**config.mk**
```make
export PLATFORM = sky130hd
export DESIGN_NAME = kalman_frame_sequencer
export DESIGN_NICKNAME = d
export VERILOG_FILES = /design/src/rtl/kalman_pkg.sv /design/src/rtl/seq_timer.sv /design/src/rtl/kalman_frame_sequencer.sv
export SDC_FILE = /design/constraint.sdc
export NUM_CORES = 1
export LEC_CHECK = 0
export ABC_CLOCK_PERIOD_IN_PS = 4600
export CAP_MARGIN = 20
export CORE_MARGIN = 2
export CORE_UTILIZATION = 45
export CTS_BUF_LIST = sky130_fd_sc_hd__clkbuf_4
export CTS_CLUSTER_SIZE = 20
export DETAILED_ROUTE_END_ITERATION = 10
export PLACE_DENSITY = 0.72
export SYNTH_ARGS = -nofsm -noshare
export SYNTH_HDL_FRONTEND = slang
export SYNTH_SLANG_ARGS = --single-unit
```
**constraint.sdc**
```tcl
create_clock -name clk -period 4.6 [get_ports clk]
set_input_delay 1.15 -clock clk [delete_from_list [all_inputs] [get_ports clk]]
set_output_delay 1.15 -clock clk [all_outputs]
set_load 0.005 [all_outputs]
```
**src/rtl/kalman_pkg.sv**
```systemverilog
// rtl/kalman_pkg.sv - shared state encoding, parameter defaults and width helper for the frame sequencer
package kalman_pkg;

    localparam int DEF_NUM_SENSORS = 3;
    localparam int DEF_NUM_AXES    = 3;
    localparam int DEF_CNT_W       = 16;

    typedef enum logic [2:0] {
        S_IDLE,
        S_REQ,
        S_FILTER,
        S_WRITE,
        S_XMIT,
        S_WAIT_PERIOD
    } seq_state_e;

    function automatic int sel_width(input int n);
        return (n > 1) ? $clog2(n) : 1;
    endfunction

endpackage

```
**src/rtl/seq_timer.sv**
```systemverilog
// rtl/seq_timer.sv - clearable saturating up-counter with a count >= limit flag
module seq_timer
    import kalman_pkg::*;
#(
    parameter int CNT_W = DEF_CNT_W
) (
    input  logic             clk,
    input  logic             n_rst,
    input  logic             clear_i,
    input  logic [CNT_W-1:0] limit_i,
    output logic             reached_o
);

    logic [CNT_W-1:0] count_q;
    logic [CNT_W-1:0] count_d;

    // Saturating so a long stall keeps the flag asserted instead of wrapping.
    always_comb begin
        count_d = count_q;
        if (clear_i) begin
            count_d = '0;
        end else if (count_q != '1) begin
            count_d = count_q + CNT_W'(1);
        end
    end

    always_ff @(posedge clk) begin
        if (!n_rst) begin
            count_q <= '0;
        end else begin
            count_q <= count_d;
        end
    end

    assign reached_o = (count_q >= limit_i);

endmodule

```
**src/rtl/kalman_frame_sequencer.sv**
```systemverilog
// rtl/kalman_frame_sequencer.sv - sensor read / filter / axis output frame sequencer
module kalman_frame_sequencer
    import kalman_pkg::*;
#(
    parameter  int NUM_SENSORS = DEF_NUM_SENSORS,
    parameter  int NUM_AXES    = DEF_NUM_AXES,
    parameter  int CNT_W       = DEF_CNT_W,
    localparam int SEL_W       = sel_width(NUM_AXES)
) (
    input  logic                   clk,
    input  logic                   n_rst,
    input  logic                   configured_in,
    input  logic                   start_in,
    input  logic                   continuous_in,
    input  logic [CNT_W-1:0]       period_in,
    input  logic [CNT_W-1:0]       timeout_in,
    input  logic [NUM_SENSORS-1:0] sensor_ready_in,
    output logic [NUM_SENSORS-1:0] sensor_read_out,
    output logic [NUM_SENSORS-1:0] sensor_load_out,
    output logic                   filter_start_out,
    input  logic                   filter_done_in,
    output logic                   write_enable_out,
    output logic [SEL_W-1:0]       output_sel_out,
    input  logic                   output_done_in,
    output logic                   busy_out,
    output logic [15:0]            frame_count_out,
    output logic [NUM_SENSORS-1:0] timeout_err_out,
    output logic                   overrun_out
);

    localparam int IDX_W = sel_width(NUM_SENSORS);

    seq_state_e             state_q, state_d;
    logic [IDX_W-1:0]       idx_q, idx_d;
    logic [SEL_W-1:0]       axis_q, axis_d;
    logic [NUM_SENSORS-1:0] load_q, load_d;
    logic [NUM_SENSORS-1:0] terr_q, terr_d;
    logic                   fstart_q, fstart_d;
    logic                   ovr_q, ovr_d;
    logic [15:0]            frame_q, frame_d;
    logic                   per_late_q;

    logic                   tmo_clear, per_clear;
    logic                   tmo_reached, per_reached;
    logic [CNT_W-1:0]       tmo_limit, per_limit;
    logic                   ready_now, tmo_hit;

    // Both timers flag on the cycle whose count equals limit-1, so a wait of N cycles ends after N cycles.
    assign tmo_limit = timeout_in - CNT_W'(1);
    assign per_limit = (period_in == '0) ? '0 : period_in - CNT_W'(1);
    assign ready_now = sensor_ready_in[idx_q];
    assign tmo_hit   = (timeout_in != '0) && tmo_reached;

    seq_timer #(.CNT_W(CNT_W)) u_tmo_timer (
        .clk       (clk),
        .n_rst     (n_rst),
        .clear_i   (tmo_clear),
        .limit_i   (tmo_limit),
        .reached_o (tmo_reached)
    );

    seq_timer #(.CNT_W(CNT_W)) u_per_timer (
        .clk       (clk),
        .n_rst     (n_rst),
        .clear_i   (per_clear),
        .limit_i   (per_limit),
        .reached_o (per_reached)
    );

    always_ff @(posedge clk) begin
        if (!n_rst) begin
            state_q <= S_IDLE;
        end else begin
            state_q <= state_d;
        end
    end

    always_comb begin
        state_d   = state_q;
        idx_d     = idx_q;
        axis_d    = axis_q;
        load_d    = '0;
        fstart_d  = 1'b0;
        frame_d   = frame_q;
        terr_d    = terr_q;
        ovr_d     = ovr_q;
        per_clear = 1'b0;
        tmo_clear = (state_q != S_REQ);
        if (!configured_in) begin
            state_d = S_IDLE;
        end else begin
            case (state_q)
                S_IDLE: begin
                    if (start_in || continuous_in) begin
                        state_d   = S_REQ;
                        idx_d     = '0;
                        per_clear = 1'b1;
                    end
                end
                S_REQ: begin
                    if (ready_now || tmo_hit) begin
                        tmo_clear = 1'b1;
                        if (ready_now) begin
                            load_d[idx_q] = 1'b1;
                        end else begin
                            terr_d[idx_q] = 1'b1;
                        end
                        if (idx_q == IDX_W'(NUM_SENSORS - 1)) begin
                            state_d  = S_FILTER;
                            fstart_d = 1'b1;
                        end else begin
                            idx_d = idx_q + IDX_W'(1);
                        end
                    end
                end
                S_FILTER: begin
                    if (filter_done_in) begin
                        state_d = S_WRITE;
                        axis_d  = '0;
                    end
                end
                S_WRITE: state_d = S_XMIT;
                S_XMIT: begin
                    if (output_done_in) begin
                        if (axis_q != SEL_W'(NUM_AXES - 1)) begin
                            axis_d  = axis_q + SEL_W'(1);
                            state_d = S_WRITE;
                        end else begin
                            frame_d = frame_q + 16'd1;
                            if (!continuous_in) begin
                                state_d = S_IDLE;
                            end else if (per_reached) begin
                                // Reached a cycle early is on time; reached before that means the frame ran long.
                                state_d   = S_REQ;
                                idx_d     = '0;
                                per_clear = 1'b1;
                                ovr_d     = ovr_q | per_late_q;
                            end else begin
                                state_d = S_WAIT_PERIOD;
                            end
                        end
                    end
                end
                S_WAIT_PERIOD: begin
                    if (!continuous_in) begin
                        state_d = S_IDLE;
                    end else if (per_reached) begin
                        state_d   = S_REQ;
                        idx_d     = '0;
                        per_clear = 1'b1;
                    end
                end
                default: state_d = S_IDLE;
            endcase
        end
    end

    always_ff @(posedge clk) begin
        if (!n_rst) begin
            idx_q      <= '0;
            axis_q     <= '0;
            load_q     <= '0;
            terr_q     <= '0;
            fstart_q   <= 1'b0;
            ovr_q      <= 1'b0;
            frame_q    <= '0;
            per_late_q <= 1'b0;
        end else begin
            idx_q      <= idx_d;
            axis_q     <= axis_d;
            load_q     <= load_d;
            terr_q     <= terr_d;
            fstart_q   <= fstart_d;
            ovr_q      <= ovr_d;
            frame_q    <= frame_d;
            per_late_q <= per_clear ? 1'b0 : per_reached;
        end
    end

    always_comb begin
        sensor_read_out  = '0;
        write_enable_out = 1'b0;
        busy_out         = (state_q != S_IDLE);
        if (state_q == S_REQ) begin
            sensor_read_out = NUM_SENSORS'(1) << idx_q;
        end
        if (state_q == S_WRITE) begin
            write_enable_out = 1'b1;
        end
    end

    assign sensor_load_out  = load_q;
    assign filter_start_out = fstart_q;
    assign output_sel_out   = axis_q;
    assign frame_count_out  = frame_q;
    assign timeout_err_out  = terr_q;
    assign overrun_out      = ovr_q;

endmodule

```
==> results of run 1 <==
## timing repair
item	in CTS	in global routing
buffers inserted	1	0
setup endpoints to repair	1	36
pin swaps	1	3
gates cloned	0	1
gates resized for setup	0	15
## registers in the layout (all words and copies together) (netlist names)
register / cells
sensor_load_out: 3
u_tmo_timer.count_q: 16
frame_count_out: 16
overrun_out: 1
timeout_err_out: 3
per_late_q: 1
u_per_timer.count_q: 16
output_sel_out: 2
state_q: 3
idx_q: 2
filter_start_out: 1
## report_power, final
group	switching, W	total [W]	leakage (nW)	internal, W
Sequential	0.0000111	0.000569	0.516	0.000558
Clock	0.000193	0.000311	0.0625	0.000118
Combinational	0.0000779	0.000174	1.58	0.0000959
Total	0.000282	0.00105	2.16	0.000772
## kinds of logic (layout without fill, tap and decap cells)
kind of cell | count (synthesis) | in the layout | share of synthesized area [%]
AOI/OAI and AO/OA | 72 | 72 | 10.6
DFF | 64 | 64 | 29.5
muxes | 9 | 9 | 2.10
xor gates and xnor gates | 57 | 57 | 11.5
adders and majority gates | 42 | 42 | 12.1
buffers and inverters | 32 | 135 | 3.14
and+or+nand+nor | 263 | 263 | 31.1
## metrics by stage
stage	power [W]	cells	setup WS (ns)	utilization, %
after floorplan	0.000663	539	0.154	-
after detailed placement	0.000748	754	-0.444	57.6
after CTS	0.00106	770	0.0590	58.8
final	0.00105	771	0.0963	59.9
after global placement	0.000743	754	-0.277	57.6
after global routing	0.00111	771	-0.0187	59.9
## synth_stat cells (all sizes together) (4+ instances only)
library cell  instances  area, um2
a22o                  4       35.0
xnor2                27        236
and2                 16        100
nand3                24        125
nand2                50        188
and3                 12       75.1
ha                   42        526
clkbuf                9       33.8
nor4                  7       43.8
a21oi                21        105
or3                  12       75.1
a31oi                 4       31.3
nand4                17        106
xor2                 30        263
dfxtp                64       1280
o21ai                17       88.8
nor3                 23        120
o22ai                 4       25.0
a21boi                4       30.0
inv                  20       75.1
nor2                 66        253
mux2i                 8       80.1
or4                   6       45.0
nor2b                 7       43.8
nand2b               12       75.1
## worst reg2reg max path, cell delays in order (launching register included)
cell                        delay, ns
sky130_fd_sc_hd__dfxtp_1         0.48
sky130_fd_sc_hd__inv_1           0.08
sky130_fd_sc_hd__ha_1            0.26
sky130_fd_sc_hd__nand2b_1        0.13
sky130_fd_sc_hd__a2111oi_0       0.51
sky130_fd_sc_hd__nand3b_1        0.22
sky130_fd_sc_hd__a31oi_4         0.12
sky130_fd_sc_hd__buf_4           0.17
sky130_fd_sc_hd__nor2_1          0.17
sky130_fd_sc_hd__nor3_1          0.10
sky130_fd_sc_hd__mux2_2          0.27
## per-layer routing
layer	GRT usage (%)	vias up	share of wire [%]
met5	0	-	0
met4	4.62	0	1.1
met3	4.31	13	2.8
met2	36.0	67	53
met1	22.8	1925	43
li1	-	2111	-
## worst max-delay path by stage
| stage | from | end | slack, ns | depth (start not counted) |
|---|---|---|---|---|
| CTS | period_in[9] | u_per_timer.count_q[6]$_SDFFE_PP0P_ | 0.06 | 16 |
| floorplan | period_in[9] | u_per_timer.count_q[11]$_SDFFE_PP0P_ | 0.15 | 14 |
| global placement | period_in[9] | idx_q[0]$_SDFFE_PN0P_ | -0.28 | 15 |
| finish | period_in[9] | u_per_timer.count_q[6]$_SDFFE_PP0P_ | 0.1 | 16 |
| global route | timeout_in[2] | u_tmo_timer.count_q[3]$_SDFFE_PP0P_ | -0.02 | 16 |
| detailed placement | period_in[9] | idx_q[0]$_SDFFE_PN0P_ | -0.44 | 15 |
## cell usage in the layout (no fill, tap or decap), types with 5 or more instances in the layout
master,instances
sky130_fd_sc_hd__clkdlybuf4s50_1,72
sky130_fd_sc_hd__nor2_1,64
sky130_fd_sc_hd__dfxtp_1,64
sky130_fd_sc_hd__nand2_1,50
sky130_fd_sc_hd__ha_1,42
sky130_fd_sc_hd__xor2_1,30
sky130_fd_sc_hd__xnor2_1,27
sky130_fd_sc_hd__buf_4,24
sky130_fd_sc_hd__nand3_1,22
sky130_fd_sc_hd__a21oi_1,21
sky130_fd_sc_hd__inv_1,20
sky130_fd_sc_hd__nor3_1,18
sky130_fd_sc_hd__nand4_1,17
sky130_fd_sc_hd__and2_1,16
sky130_fd_sc_hd__o21ai_0,16
sky130_fd_sc_hd__and3_1,12
sky130_fd_sc_hd__or3_1,11
sky130_fd_sc_hd__nand2b_1,11
sky130_fd_sc_hd__clkbuf_4,11
sky130_fd_sc_hd__mux2i_1,8
sky130_fd_sc_hd__nor2b_1,7
sky130_fd_sc_hd__nor4_1,6
sky130_fd_sc_hd__nor3_2,5
## layout make-up
type	count	area, um2	share of cell area, %
sequential	64	1280	22.9
tap	129	161	2.89
clock buffer	11	82.6	1.48
timing repair buffer	100	968	17.3
clock inverter	4	22.5	0.403
multi-input combinational	443	3000	53.6
inverter	20	75.1	1.34
==> results.toml, run 1 <==
[critical_path]
worst_ep_arrival_time_ns = 4.83
end_kind = "register"
cp_slowest_stage_delay_ns = 0.55
worst_r2r_startpoint = "u_tmo_timer.count_q[0]$_SDFFE_PP0P_"
critical_path.cell_chain = "clkdlybuf4s50_1, or4_4, or3_4, or4_4, nand2b_4, and2_1, ha_1, nand2b_1, a21o_1, a31oi_1, o211ai_1, buf_4, nand3_1, nand3_2, buf_12, nor3_2"
timing.critical_path.required_ns = 4.93
critPathLaunchType = "input port"
cpLargestDelayFamily = "simple AND/OR/NAND/NOR gates"
critPathKind = "input port to register"
worst-path-buf-inv = 3
rrSetupSlack_ns = 1.99
worst_r2r_path_depth = 10
r2r_end = "idx_q[0]$_SDFFE_PN0P_"
critical_path_peak_fanout = 8
cpMaxStageDelayCell = "sky130_fd_sc_hd__or4_4"
path_common_cell = "sky130_fd_sc_hd__or4_4"

[clocking]
h-tree-depth = 3
clk_path_buf_depth = 2
clock_sinks = 64
tritoncts_clock_tree = "built"
clk_latency_ns = 0.40
cts_inserted_buffers = 9
hold_buffers = 0
clk_pin_slew_ns = 0.10
clock-root-buffer = "sky130_fd_sc_hd__clkbuf_4"

[detailed_routing]
drc = 0
route.vias.total = 4116
drt-initial-drc-count = 93
finalWirelength_mm = 9.97
drt-wirelength-per-cell_um = 12.9
via_per_inst = 5.34
ant_nets = 0
drt_first_pass_iters = 5

[power_and_ir_drop]
pwr_density_cell_nw_per_um2 = 189
power.leakage_nw = 2.16
peakVddDrop_v = 0.000136

[floorplan]
floorplan.die.width_um = 102
dieHeight_um = 102
floorplan.die_area_um2 = 10500
rows = 35
pin_count = 73
coreArea_um2 = 9330
start_util_pct = 46.6

[synthesis]
ys_types = 51
ys_warn_count = 0
ys_seq_elements = 64
synth-seq-area-share_pct = 29.5
netlist_instances = 539
synth.cell_area_um2 = 4350
yosys_most_used_dff = "sky130_fd_sc_hd__dfxtp_1"
synth_nets = 623
async_reset_ff_share_pct = 0
syn-mean-instance-area_um2 = 8.07
synth_enable_flop_cells = 0

[min_path]
min-delay-path-class = "register to register"
min_delay_path_depth = 1
holdCritStartpoint = "timeout_err_out[1]$_SDFFE_PN0P_"
min_to = "timeout_err_out[1]$_SDFFE_PN0P_"

[sta]
setup_viol = 0
worstMarginPinSlew_ns = 0.985
timing.final.crit_share_pct = 97.9
timing.fmax_ghz = 0.222
slew_violations = 0
setup-tns-final_ns = 0
final_critical_path_time_including_i_o_delays_and_setup_ns = 4.50
maxSlewHeadroom_pct = 34.1
final_hold_violating_endpoints = 0
clock_skew_ns = 0.0151
timing.hold.ws_ns = 0.484
rsz0062_at_grt = "yes"

[grt]
grt_pass1_wl_mm = 16.6
pin_count_of_the_biggest_net_entering_global_routing = 32
grtUsageTotal_pct = 19.5
antenna_found_initial = 0
gr-total-overflow = 0
number_of_global_route_vias_before_repair = 3909

[layout]
final_layout_size_suffix_gt1_share_pct = 10.3
final_nets = 722
antennaDiodeCount = 0
stdcell_area_um2 = 5590
fillers = 864
syn2layout_area_growth_pct = 28.6

[placement]
post_dp_cell_area_um2 = 5380
io_buffers = 72
globalplace.congestion = 0.794
place.detailed.hpwl_mm = 7.85

[outcome]
outcome = "complete, no violations"

[flow_run]
cap_viol_max_count = 0
No activity file was read; power rests on OpenSTA's default activity.
==> run 2: changes to the inputs <==
- ABC_CLOCK_PERIOD_IN_PS: 4600 -> unset
- TNS_END_PERCENT: unset -> 100
==> results of run 2 <==
No change in the layout: final DEF, timing and power equal those of run 1.
==> run 3: changes to the inputs <==
- CTS_CLUSTER_DIAMETER: unset -> 40
==> results of run 3 <==
No change in the layout: final DEF, timing and power equal those of run 1.
